**config.mk**
```make
export PLATFORM = sky130hd
export DESIGN_NAME = decode_stage
export DESIGN_NICKNAME = d
export VERILOG_FILES = /design/src/rtl/decode_pkg.sv /design/src/rtl/decode_comb.sv /design/src/rtl/decode_stage.sv
export SDC_FILE = /design/constraint.sdc
export NUM_CORES = 1
export LEC_CHECK = 0
export CAP_MARGIN = 20
export CORE_MARGIN = 4
export CORE_UTILIZATION = 55
export DETAILED_ROUTE_END_ITERATION = 12
export PLACE_DENSITY = 0.83
export SLEW_MARGIN = 40
export SYNTH_ARGS = -nofsm -noshare
export SYNTH_HDL_FRONTEND = slang
export SYNTH_SLANG_ARGS = --single-unit
```
**constraint.sdc**
```tcl
create_clock -name clk -period 16.6 [get_ports clk]
set_input_delay 3.32 -clock clk [delete_from_list [all_inputs] [get_ports clk]]
set_output_delay 3.32 -clock clk [all_outputs]
set_load 0.01 [all_outputs]
```
**src/rtl/decode_pkg.sv**
```systemverilog
// Shared RV32I/RV32E decode constants and the decoded-instruction bundle.
// Used by the combinational decoder and the registered decode stage.
package decode_pkg;

  localparam logic [6:0] OPC_LUI    = 7'h37;
  localparam logic [6:0] OPC_AUIPC  = 7'h17;
  localparam logic [6:0] OPC_JAL    = 7'h6f;
  localparam logic [6:0] OPC_JALR   = 7'h67;
  localparam logic [6:0] OPC_BRANCH = 7'h63;
  localparam logic [6:0] OPC_LOAD   = 7'h03;
  localparam logic [6:0] OPC_STORE  = 7'h23;
  localparam logic [6:0] OPC_OP_IMM = 7'h13;
  localparam logic [6:0] OPC_OP     = 7'h33;
  localparam logic [6:0] OPC_FENCE  = 7'h0f;
  localparam logic [6:0] OPC_SYSTEM = 7'h73;

  localparam logic [2:0] FMT_NONE = 3'd0;
  localparam logic [2:0] FMT_R    = 3'd1;
  localparam logic [2:0] FMT_I    = 3'd2;
  localparam logic [2:0] FMT_S    = 3'd3;
  localparam logic [2:0] FMT_B    = 3'd4;
  localparam logic [2:0] FMT_U    = 3'd5;
  localparam logic [2:0] FMT_J    = 3'd6;

  localparam logic [6:0] F7_ZERO = 7'h00;
  localparam logic [6:0] F7_ALT  = 7'h20;

  typedef struct packed {
    logic [6:0]  opcode;
    logic [2:0]  funct3;
    logic [6:0]  funct7;
    logic [4:0]  rd;
    logic [4:0]  rs1;
    logic [4:0]  rs2;
    logic        we;
    logic        re1;
    logic        re2;
    logic [31:0] imm;
    logic [2:0]  fmt;
    logic        illegal;
  } dec_t;

  typedef struct packed {
    logic [31:0] pc;
    dec_t        dec;
  } ent_t;

  function automatic logic [31:0] sext12(input logic [11:0] v);
    return {{20{v[11]}}, v};
  endfunction

endpackage

```
**src/rtl/decode_comb.sv**
```systemverilog
// Combinational field extraction, immediates, register enables and
// legality checking for one raw instruction word.
module decode_comb
  import decode_pkg::*;
#(
  parameter int REG_AW = 5
) (
  input  logic [31:0] instr,
  output dec_t        dec
);

  logic [6:0]  op;
  logic [2:0]  f3;
  logic [6:0]  f7;
  logic [31:0] imm_i;
  logic [31:0] imm_s;
  logic [31:0] imm_b;
  logic [31:0] imm_u;
  logic [31:0] imm_j;
  logic        is_lui;
  logic        is_auipc;
  logic        is_jal;
  logic        is_jalr;
  logic        is_branch;
  logic        is_load;
  logic        is_store;
  logic        is_opimm;
  logic        is_op;
  logic        is_fence;
  logic        is_system;
  logic        f7_ok;
  logic        we_raw;
  logic        re1_raw;
  logic        re2_raw;
  logic        legal;
  logic        e_bad;
  logic        illegal;
  logic [2:0]  fmt_raw;
  logic [31:0] imm_raw;

  assign op = instr[6:0];
  assign f3 = instr[14:12];
  assign f7 = instr[31:25];

  assign imm_i = sext12(instr[31:20]);
  assign imm_s = sext12({instr[31:25], instr[11:7]});
  assign imm_b = {{20{instr[31]}}, instr[7],
                  instr[30:25], instr[11:8], 1'b0};
  assign imm_u = {instr[31:12], 12'b0};
  assign imm_j = {{12{instr[31]}}, instr[19:12],
                  instr[20], instr[30:21], 1'b0};

  assign is_lui    = (op == OPC_LUI);
  assign is_auipc  = (op == OPC_AUIPC);
  assign is_jal    = (op == OPC_JAL);
  assign is_jalr   = (op == OPC_JALR);
  assign is_branch = (op == OPC_BRANCH);
  assign is_load   = (op == OPC_LOAD);
  assign is_store  = (op == OPC_STORE);
  assign is_opimm  = (op == OPC_OP_IMM);
  assign is_op     = (op == OPC_OP);
  assign is_fence  = (op == OPC_FENCE);
  assign is_system = (op == OPC_SYSTEM);

  assign f7_ok = (f7 == F7_ZERO) || (f7 == F7_ALT);

  always_comb begin
    we_raw  = 1'b0;
    re1_raw = 1'b0;
    re2_raw = 1'b0;
    legal   = 1'b1;
    fmt_raw = FMT_NONE;
    imm_raw = '0;
    unique case (1'b1)
      is_lui, is_auipc: begin
        we_raw  = 1'b1;
        fmt_raw = FMT_U;
        imm_raw = imm_u;
      end
      is_jal: begin
        we_raw  = 1'b1;
        fmt_raw = FMT_J;
        imm_raw = imm_j;
      end
      is_jalr: begin
        we_raw  = 1'b1;
        re1_raw = 1'b1;
        fmt_raw = FMT_I;
        imm_raw = imm_i;
        legal   = (f3 == 3'b000);
      end
      is_load: begin
        we_raw  = 1'b1;
        re1_raw = 1'b1;
        fmt_raw = FMT_I;
        imm_raw = imm_i;
        legal   = (f3 != 3'b011) && (f3[2:1] != 2'b11);
      end
      is_opimm: begin
        we_raw  = 1'b1;
        re1_raw = 1'b1;
        fmt_raw = FMT_I;
        imm_raw = imm_i;
        legal   = !((f3 == 3'b001) && (f7 != F7_ZERO)) &&
                  !((f3 == 3'b101) && !f7_ok);
      end
      is_branch: begin
        re1_raw = 1'b1;
        re2_raw = 1'b1;
        fmt_raw = FMT_B;
        imm_raw = imm_b;
        legal   = (f3[2:1] != 2'b01);
      end
      is_store: begin
        re1_raw = 1'b1;
        re2_raw = 1'b1;
        fmt_raw = FMT_S;
        imm_raw = imm_s;
        legal   = (f3 < 3'd3);
      end
      is_op: begin
        we_raw  = 1'b1;
        re1_raw = 1'b1;
        re2_raw = 1'b1;
        fmt_raw = FMT_R;
        legal   = f7_ok &&
                  !((f7 == F7_ALT) && (f3 != 3'b000) &&
                    (f3 != 3'b101));
      end
      is_fence, is_system: begin
        legal = 1'b1;
      end
      default: begin
        legal = 1'b0;
      end
    endcase
  end

  // RV32E only has x0-x15: any referenced register above that is illegal
  assign e_bad = (REG_AW == 4) &&
                 ((we_raw  && instr[11]) ||
                  (re1_raw && instr[19]) ||
                  (re2_raw && instr[24]));

  assign illegal = !legal || e_bad;

  always_comb begin
    dec.opcode  = op;
    dec.funct3  = f3;
    dec.funct7  = f7;
    dec.rd      = instr[11:7];
    dec.rs1     = instr[19:15];
    dec.rs2     = instr[24:20];
    dec.illegal = illegal;
    dec.we      = we_raw && !illegal && (instr[11:7] != 5'd0);
    dec.re1     = re1_raw && !illegal;
    dec.re2     = re2_raw && !illegal;
    dec.imm     = illegal ? '0 : imm_raw;
    dec.fmt     = illegal ? FMT_NONE : fmt_raw;
  end

endmodule

```
**src/rtl/decode_stage.sv**
```systemverilog
// Registered decode stage: output register plus one skid entry so that
// in_ready can be a flop while still sustaining one instruction per cycle.
module decode_stage
  import decode_pkg::*;
#(
  parameter int XLEN   = 32,
  parameter int REG_AW = 5
) (
  input  logic              clk,
  input  logic              rst,
  input  logic              flush,
  input  logic              in_valid,
  output logic              in_ready,
  input  logic [31:0]       in_instr,
  input  logic [XLEN-1:0]   in_pc,
  output logic              out_valid,
  input  logic              out_ready,
  output logic [XLEN-1:0]   out_pc,
  output logic [6:0]        opcode,
  output logic [2:0]        funct3,
  output logic [6:0]        funct7,
  output logic [REG_AW-1:0] rd_addr,
  output logic [REG_AW-1:0] rs1_addr,
  output logic [REG_AW-1:0] rs2_addr,
  output logic              rg_we,
  output logic              rg_re1,
  output logic              rg_re2,
  output logic [XLEN-1:0]   imm,
  output logic [2:0]        fmt,
  output logic              illegal
);

  typedef enum logic [1:0] {
    S_EMPTY,
    S_ONE,
    S_TWO
  } state_e;

  state_e st_q;
  state_e st_d;
  ent_t   out_q;
  ent_t   out_d;
  ent_t   skid_q;
  ent_t   skid_d;
  ent_t   new_e;
  dec_t   dec;
  logic   in_ready_q;
  logic   in_ready_d;
  logic   out_valid_q;
  logic   out_valid_d;
  logic   acc;
  logic   hs;

  decode_comb #(
    .REG_AW(REG_AW)
  ) u_comb (
    .instr(in_instr),
    .dec  (dec)
  );

  always_comb begin
    new_e.pc  = in_pc;
    new_e.dec = dec;
  end

  assign acc = in_valid && in_ready_q;
  assign hs  = out_valid_q && out_ready;

  always_comb begin
    st_d   = st_q;
    out_d  = out_q;
    skid_d = skid_q;
    if (flush) begin
      st_d = S_EMPTY;
    end else begin
      unique case (st_q)
        S_EMPTY: begin
          if (acc) begin
            st_d  = S_ONE;
            out_d = new_e;
          end
        end
        S_ONE: begin
          if (acc && hs) begin
            out_d = new_e;
          end else if (acc) begin
            st_d   = S_TWO;
            skid_d = new_e;
          end else if (hs) begin
            st_d = S_EMPTY;
          end
        end
        S_TWO: begin
          if (hs) begin
            st_d  = S_ONE;
            out_d = skid_q;
          end
        end
        default: begin
          st_d = S_EMPTY;
        end
      endcase
    end
    out_valid_d = (st_d != S_EMPTY);
    in_ready_d  = (st_d != S_TWO);
  end

  always_ff @(posedge clk or posedge rst) begin
    if (rst) begin
      st_q        <= S_EMPTY;
      out_q       <= '0;
      skid_q      <= '0;
      out_valid_q <= 1'b0;
      in_ready_q  <= 1'b1;
    end else begin
      st_q        <= st_d;
      out_q       <= out_d;
      skid_q      <= skid_d;
      out_valid_q <= out_valid_d;
      in_ready_q  <= in_ready_d;
    end
  end

  assign in_ready  = in_ready_q;
  assign out_valid = out_valid_q;
  assign out_pc    = out_q.pc;
  assign opcode    = out_q.dec.opcode;
  assign funct3    = out_q.dec.funct3;
  assign funct7    = out_q.dec.funct7;
  assign rd_addr   = out_q.dec.rd[REG_AW-1:0];
  assign rs1_addr  = out_q.dec.rs1[REG_AW-1:0];
  assign rs2_addr  = out_q.dec.rs2[REG_AW-1:0];
  assign rg_we     = out_q.dec.we;
  assign rg_re1    = out_q.dec.re1;
  assign rg_re2    = out_q.dec.re2;
  assign imm       = out_q.dec.imm;
  assign fmt       = out_q.dec.fmt;
  assign illegal   = out_q.dec.illegal;

endmodule

```
# Word level (Yosys, flattened, before mapping)
# Index checks and enable logic that the tools add are counted.
word_totals:
  ff_bits: 210
  latchBits: 0
  ramBits: 0
  mem_bits_ro: 0
  input_bits: 69
  out_inout_bits: 105
  n_memories: 0
op_classes:
  n_addsub: 0
  n_mul: 0
  div_mod_pow: 0
  magnitude_cmp: 1
  n_eq_ne: 24
  n_shift: 0
  n_mux: 19
  bitwise_logic: 2
  n_reduce_logical: 36
ops:
  columns: ["cell", "count"]
  rows:
  - ["$mux W103", 3]
  - ["$pmux W103 S3", 1]
  - ["$pmux W32 S5", 1]
  - ["$mux W32", 1]
  - ["$eq A7 B6 Y1 const B", 4]
  - ["$eq A7 B7 Y1 const B", 4]
  - ["$pmux W3 S6", 1]
  - ["$eq A7 B5 Y1 const B", 2]
  - ["$logic_and A1 B1 Y1", 14]
  - ["$mux W2", 6]
  - ["$ne A2 B2 Y1 const B", 5]
  - ["$eq A7 B2 Y1 const B", 1]
  - ["$eq A7 B4 Y1 const B", 1]
  - ["$logic_not A7 Y1", 1]
  - ["$pmux W1 S7", 1]
  - ["$reduce_bool A7 Y1", 1]
  - ["$reduce_or A7 Y1", 1]
  - ["$pmux W2 S3", 1]
  - ["$reduce_bool A3 Y1", 2]
  - ["$reduce_or A3 Y1", 2]
  - ["$reduce_or A6 Y1", 1]
  - ["$logic_not A1 Y1", 5]
  - ["$reduce_and A5 Y1", 1]
  - ["$reduce_bool A5 Y1", 1]
  - ["18 further kinds", 21]

# Logic depth before layout (Yosys ltp)
logic_depth:
  depth_word: 11
  depth_mapped: 9

# Cells and area by module
# A second synthesis with hierarchy kept.
unflattened:
  hier_cells: 745
  hier_area_um2: 10172.3
modules_own_cells:
  columns: ["mod", "n_inst", "cells_each", "area_each_um2", "seq_area_each_um2"]
  rows:
  - ["decode_stage", 1, 570, 9132.5, 5256.3]
  - ["decode_comb", 1, 175, 1039.7, 0.0]

# Worst setup path before layout
# OpenSTA, ideal clock, no wires.
synth_timing:
  path_type: "input-to-reg"
  startpoint: "input port in_instr[25]"
  endpoint: "register skid_q[1] in the netlist's numbering"
  setup_ps: 92
  arrival_time_ps: 4909
  required_ps: 16508
  slack_ps: 11599
  path_stages: 8
  path_buffers: 2
  path_cell_list: "or4_1 -> o32ai_1 -> nand3_1 -> o2bb2ai_2 -> nor3_1 -> buf_6 -> buf_2 -> o31ai_2"
synth_between:
  elab_chain_cells: 8
  word_cells_on_any_way: 16
  classes_between: "eq/ne (1); mux (2); reduce/logical (13)"
synth_lines:
  columns: ["element", "line", "source"]
  rows:
  - ["from (decl)", "decode_stage.sv:14", "input logic [31:0] in_instr,"]
  - ["$eq A7 B6 Y1 or $logic_not A7 Y1 (tied branches)", "decode_comb.sv:65, decode_comb.sv:127", null]
  - ["$logic_or A1 B1 Y1", "decode_comb.sv:65", "assign f7_ok = (f7 == F7_ZERO) || (f7 == F7_ALT);"]
  - ["$logic_not A1 Y1", "decode_comb.sv:105", "!((f3 == 3'b101) && !f7_ok);"]
  - ["$logic_and A1 B1 Y1", "decode_comb.sv:105", null]
  - ["$logic_not A1 Y1", "decode_comb.sv:105", null]
  - ["$logic_and A1 B1 Y1", "decode_comb.sv:104", "legal = !((f3 == 3'b001) && (f7 != F7_ZERO)) &&"]
  - ["$pmux W1 S7 (*)", "decode_comb.sv:74", "unique case (1'b1)"]
  - ["$mux W3 (*)", "decode_comb.sv:159", "dec.fmt = illegal ? FMT_NONE : fmt_raw;"]
  - ["to (signal assigned)", "decode_stage.sv:118", "skid_q <= skid_d;"]
  - ["to (decl)", "decode_stage.sv:43", "ent_t skid_q;"]
# Every way passes the cells marked *; elsewhere a longest branch is shown, timed or not.
# A chain may end at the register's enable or synchronous reset.

# Worst setup path in the final report
layout_timing:
  startpoint: "input port out_ready"
  endpoint: "register out_q, in the netlist out_pc[5]"
layout_between:
  elab_chain_cells: 4
  word_cells_on_any_way: 5
  classes_between: "eq/ne (2); reduce/logical (3)"
layout_lines:
  columns: ["element", "line", "source"]
  rows:
  - ["from (decl)", "decode_stage.sv:17", "input logic out_ready,"]
  - ["$logic_and A1 B1 Y1 (*)", "decode_stage.sv:67", "assign hs = out_valid_q && out_ready;"]
  - ["$logic_and A1 B1 Y1", "decode_stage.sv:84", "if (acc && hs) begin"]
  - ["$ne A2 B2 Y1 (no source line)", null, null]
  - ["$reduce_and A5 Y1 (no source line) (*)", null, null]
  - ["to (signal assigned)", "decode_stage.sv:117", "out_q <= out_d;"]
  - ["to (decl)", "decode_stage.sv:41", "ent_t out_q;"]
# Marks and branches as above.

==> impl_metrics.json <==
{
  "status": "finished, final reports clean",
  "io_pins": 174,
  "dp_hpwl_um": 15000,
  "io_buffers": 173,
  "core_um2": 16600,
  "timing.rr.start": "st_q[0]",
  "cp.required_ps": 17010,
  "worstSkewPairLatency_ps": 500,
  "powerDensity_nw_per_um2": 130,
  "ys_warn_count": 0,
  "slowest_delay_ps": 650,
  "slew_headroom_pct": 46.6,
  "seq_area_frac_synth_pct": 56.1,
  "grt_first_pass_wirelength_um": 40000,
  "criticalPathCategory": "primary input to flip-flop",
  "worstHoldPathCells": 2,
  "firstDrtPassIters": 5,
  "ys.flop_type": "dfrtp_1",
  "tightest_slew_ps": 801,
  "critPathArrivalTime_ps": 6170,
  "vdd_drop_max_mv": 0.0780,
  "syn_avg_cell_area_um2": 9.94,
  "path_clk_slew_ps": 60,
  "antenna_left": 0,
  "grt.total_usage_pct": 25.0,
  "finalSetupViolations": 0,
  "n_fill_cell": 1211,
  "gr-total-overflow": 0,
  "multi_input_area_um2": 3770,
  "synth-edff-count": 0,
  "synth_nets": 1011,
  "cts_tree": "built",
  "max_cap_viol_count": 0,
  "skew_ps": 9.82,
  "crit_slowest_cell": "buf_4",
  "die_height_um": 138,
  "area.growth.synth_to_final_pct": 27.8,
  "drt_iter0_drc": 710,
  "layout-drive-gt1-share_pct": 12.1,
  "async_flop_share_pct": 100,
  "wl_met3_um": 1830,
  "antenna_cells": 0,
  "vias": 7779,
  "nets": 1141,
  "slew_violations": 0,
  "cts-root-buf": "clkbuf_16",
  "rows": 47,
  "reg2reg_setup_slack_ps": 13450,
  "min_from": "skid_q[19]",
  "post_cts_resized": 0,
  "cts_made_buffers": 22,
  "synth.most_common_cell": "dfrtp_1",
  "grt_max_degree": 136,
  "rr_worst_depth": 8,
  "fmax_ghz": 0.174,
  "setup_tns_ps": 0,
  "rsz0062_at_grt": "false",
  "wl_per_cell_um": 18.8,
  "cts-htree-levels": 1,
  "dieArea_um2": 19200,
  "synth.top_cell.area_share_pct": 55.9,
  "ys_ff_latch": 210,
  "antenna_found_initial": 0,
  "rr_endpoint": "out_pc[5]",
  "worstHoldPathType": "flip-flop to flip-flop",
  "post-route-util_pct": 71.9,
  "highest_layer": "met4",
  "worstHoldEndpoint": "skid_q[19]",
  "cp_common_cell": "buf_4",
  "period_minus_slack_ps": 5760,
  "drc_errors": 0,
  "synth_cell_types": 42,
  "totalWireLength_um": 24600,
  "cts_setup_buffers": 0,
  "leakagePower_nw": 5.16,
  "grt_pass1_vias": 7541,
  "clk_path_buf_depth": 3,
  "critPathMaxFanout": 84,
  "wl_met1_um": 10200,
  "wl_met2_um": 11700,
  "yosys-top-cells-area": "dfrtp_1 (56%), nand2_1 (7.8%), mux2_2 (7.0%), a31oi_1 (4.4%), o31ai_1 (3.5%)",
  "synthCells": 942,
  "critPathLaunchType": "primary input",
  "die-width_um": 138,
  "fin_crit_sh_pct": 34.7,
  "cts.sinks": 210,
  "final-seq-area_um2": 5260,
  "synth_largest_area_cell": "dfrtp_1",
  "finalWeightedCongestion": 0.909,
  "crit_chain": "clkdlybuf4s50_1 -> nand2_1 -> a211o_1 -> a21oi_4 -> buf_4 -> buf_4 -> buf_12 -> nor2_1 -> a31oi_1",
  "synthesis.area_um2": 9360,
  "start_util_pct": 56.3,
  "postCtsHoldBufs": 0,
  "via_per_inst": 5.95,
  "end_kind": "flip-flop",
  "final_hold_viol_count": 0,
  "ys_top_cells_by_count": "dfrtp_1 (209), nand2_1 (195), nor2_1 (77)"
}
[critical path: cells and delay by family]
| kind | cells | cell delay [ps] |
|---|---|---|
| AO/OA/AOI/OAI | 3 | 670 |
| buffers and inverters | 4 | 1860 |
| AND/OR/NAND/NOR | 2 | 250 |
[routing by layer]
layer | vias to the layer above | global-route usage, %
met5 | - | 0
met4 | 0 | 9.20
met3 | 62 | 5.15
met2 | 318 | 39.4
met1 | 3822 | 34.6
li1 | 3577 | -
[logic make-up after synthesis]
kind of cell           Yosys count  share of synthesized area (%)
AO/OA/AOI/OAI                  239                           17.1
flip-flops                     210                           56.1
AND/OR/NAND/NOR                344                           15.7
XOR/XNOR                         1                         0.0936
buffers and inverters           90                           4.01
multiplexers                    58                           6.98
[worst max path at each step]
stage / startpoint / end / slack, ps
detailed placement: out_ready / out_pc[15] / 10290
floorplan: rst / fmt[0] / 7540
CTS: out_ready / out_pc[5] / 10780
finish: out_ready / out_pc[5] / 10840
global route: out_ready / out_pc[20] / 10660
global placement: flush / skid_q[42] / 10410
[cell usage in the layout, fill, tap and decap left out, types with 3 or more instances in the layout]
master,n
inv_1,10
a22oi_1,5
nand2_1,195
o31ai_2,14
buf_4,7
o41ai_1,11
clkbuf_16,23
a31oi_1,66
clkdlybuf4s50_1,173
a21o_1,3
clkbuf_1,3
o31ai_1,44
clkbuf_8,9
dfrtp_1,209
nor2b_1,5
nor2_1,77
buf_6,3
a21oi_1,63
and3_1,40
o21ai_0,21
mux2_2,58
nor3b_1,3
nand3_1,8
[state kept, by name (all words and copies together), names as in the netlist]
name       count
funct3         3
st_q           2
rd_addr        5
rs2_addr       5
out_valid      1
funct7         7
rs1_addr       5
rg_re1         1
illegal        1
imm           32
opcode         7
fmt            3
skid_q       103
out_pc        32
in_ready       1
rg_we          1
rg_re2         1
[where the power goes]
part           leakage (nW)  total, mW  switching (mW)  internal, mW
combinational          2.19      0.354           0.163         0.191
sequential             2.61      0.709          0.0699         0.639
clock                 0.360      0.490           0.197         0.293
[through the flow]
stage          power [mW]  setup WS, ps  cell area [µm²]  std cells  hold WS [ps]
2_1_floorplan       0.890          7540             9360        942           440
3_3_place_gp         1.05         10410            11200       1266           451
3_5_place_dp         1.07         10290            11200       1267           458
4_1_cts              1.56         10780            11900       1306           472
5_1_grt              1.63         10660            12000       1307           492
6_report             1.55         10840            12000       1307           470
[final cells by class]
cell class | instances | share of cell area [%]
Tap cell | 220 | 2.30
Multi-Input combinational cell | 642 | 31.6
Clock buffer | 35 | 5.94
Inverter | 11 | 0.450
Clock inverter | 4 | 0.209
Timing Repair Buffer | 185 | 15.6
Sequential cell | 210 | 43.9
No activity file was read; power rests on OpenSTA's default activity.
==> RTL change, RTL diff (same flow settings) <==
Re-encode `state_e` (3 states) as one-hot, 3 bits wide.
--- a/src/rtl/decode_stage.sv
+++ b/src/rtl/decode_stage.sv
@@ -30,10 +30,10 @@
   output logic              illegal
 );
 
-  typedef enum logic [1:0] {
-    S_EMPTY,
-    S_ONE,
-    S_TWO
+  typedef enum logic [2:0] {
+    S_EMPTY = 3'b001,
+    S_ONE   = 3'b010,
+    S_TWO   = 3'b100
   } state_e;
 
   state_e st_q;
Behaviour: same outputs for any inputs over 4 cycles, from zero or initial values and one cycle with rst high; so few cycles prove little.
==> RTL change against the unedited design <==
- critical path depth down 1
- synthesized cell count up 4.9%
- sequential share of layout area down 0.13 points
- setup slack worse by 0.11 ns
- final cell count up 3.7%
- power down 15%
- clock power up 4.3%
- sequential cell count up 1
- critical path type unchanged
- cell area up 0.80%
- wire length up 1.4%
- synthesized area up 1.3%
- largest power group unchanged
==> RTL change: results (changes against the unedited design) <==
Timing
  • Slew HR: 0.458 (was 0.466)
  • Hold Slack: 0.473 ns (was 0.470 ns)
  • Clock skew: 0.0106 ns (was 0.00982 ns)

Pwr
  • Leak: 5.40 nW (was 5.16 nW)
  • VDD IR max: 0.0657 mV (was 0.0780 mV)

Yosys
  • Synth Area in Compound Gates: 0.143 (was 0.171)
  • Top cells by count, synth: nand2_1 (340), dfrtp_1 (209), o21ai_0 (76) (was dfrtp_1 (209), nand2_1 (195), nor2_1 (77))
  • Synth top area cells: dfrtp_1 (55%), nand2_1 (13%), mux2i_1 (6.8%) (was dfrtp_1 (56%), nand2_1 (7.8%), mux2_2 (7.0%))
  • Seq/Total Area, Yosys: 0.557 (was 0.561)
  • Mux contribution to synthesized area: 0.0676 (was 0.0698)
  • Fraction of synthesized cell area in xor and xnor cells: 0.000924 (was 0.000936)
  • Syn Nets: 1057 (was 1011)

Setup path
  • Reg2reg setup slack: 13.67 ns (was 13.45 ns)
  • Worst R2R End: rg_we$_DFFE_PP0P_ (was out_pc[5]$_DFFE_PP0P_)
  • Largest fanout on the critical path: 31 (was 84)
  • WP data arrival: 6.28 ns (was 6.17 ns)

Global route
  • Total global-route track usage: 0.252 (was 0.250)
  • First-pass GRT wire length: 40800 µm (was 40000 µm)

Placement
  • Hpwl dp: 15500 µm (was 15000 µm)
  • Placer Congestion: 0.859 (was 0.909)
  • DP Worst Slack: 10.28 ns (was 10.29 ns)
  • Post-DP Area: 11300 µm² (was 11200 µm²)

CTS
  • Cts bufs inserted: 23 (was 22)

Cells and area
  • Fill cells: 1298 (was 1211)
  • Layout Nets: 1191 (was 1141)

Detailed routing
  • Via/cell ratio: 5.73 (was 5.95)
  • Routed length per placed instance: 18.4 µm (was 18.8 µm)

Hold path
  • Worst Hold End: skid_q[77]$_DFFE_PP0P_ (was skid_q[19]$_DFFE_PP0P_)

Run status
  • Outcome: finished clean (unchanged)
[RTL change: changes by cell type after synthesis, moves of 42 or more]
cell | unedited run | this run
a31oi_1 | 66 | 0
nand3_1 | 9 | 52
nand2_1 | 195 | 340
nor2_1 | 77 | 15
mux2_2 | 58 | 0
mux2i_1 | 0 | 64
o21ai_0 | 21 | 76
o31ai_1 | 44 | 2
[RTL change: stage by stage]
step	total power, W	instances	utilization
2_1_floorplan	0.000701	988	-
3_3_place_gp	0.000807	1317	0.672
3_5_place_dp	0.000816	1317	0.674
4_1_cts	0.00133	1356	0.719
5_1_grt	0.00138	1356	0.719
6_report	0.00132	1356	0.719
[RTL change: worst max path at each step]
stage / startpoint / endpoint / depth (start not counted)
2_1_floorplan: rst / fmt[0]$_DFFE_PP0P_ / 1
3_3_place_gp: in_instr[2] / rg_we$_DFFE_PP0P_ / 8
3_5_place_dp: in_instr[2] / rg_we$_DFFE_PP0P_ / 8
4_1_cts: in_instr[2] / rg_we$_DFFE_PP0P_ / 8
5_1_grt: in_instr[2] / rg_we$_DFFE_PP0P_ / 8
6_report: in_instr[2] / rg_we$_DFFE_PP0P_ / 8
[RTL change: worst min-delay path, delay by kind of cell (launching register included)]
kind	cells	cell delay, ns
and+or+nand+nor	2	0.11
DFF	1	0.34
[RTL change: report_power, final]
group          leakage, nW  switching [W]  internal, W
logic                 2.22       0.000100    0.0000997
registers             2.80      0.0000323     0.000574
clock network        0.375       0.000199     0.000311
[RTL change: layout make-up]
class | count | area share
Clock inverter | 6 | 0.00695
Multi-Input combinational cell | 700 | 0.323
Inverter | 2 | 0.00166
Clock buffer | 33 | 0.0558
Tap cell | 220 | 0.0228
Timing Repair Buffer | 184 | 0.151
Sequential cell | 211 | 0.438
[RTL change: logic make-up (layout without fill, tap and decap cells)]
| family | count (synthesis) | count (layout) |
|---|---|---|
| flip-flops | 211 | 211 |
| AND/OR/NAND/NOR | 439 | 439 |
| XOR/XNOR | 1 | 1 |
| multiplexers | 64 | 64 |
| AO/OA/AOI/OAI | 196 | 196 |
| buffers and inverters | 77 | 225 |
[RTL change: layer usage]
layer	global-route usage	vias to the layer above	routed length [µm]
li1	-	3626	-
met1	0.352	3786	10700
met2	0.409	320	12000
met3	0.0477	41	1730
met4	0.0705	0	483
met5	0	-	0
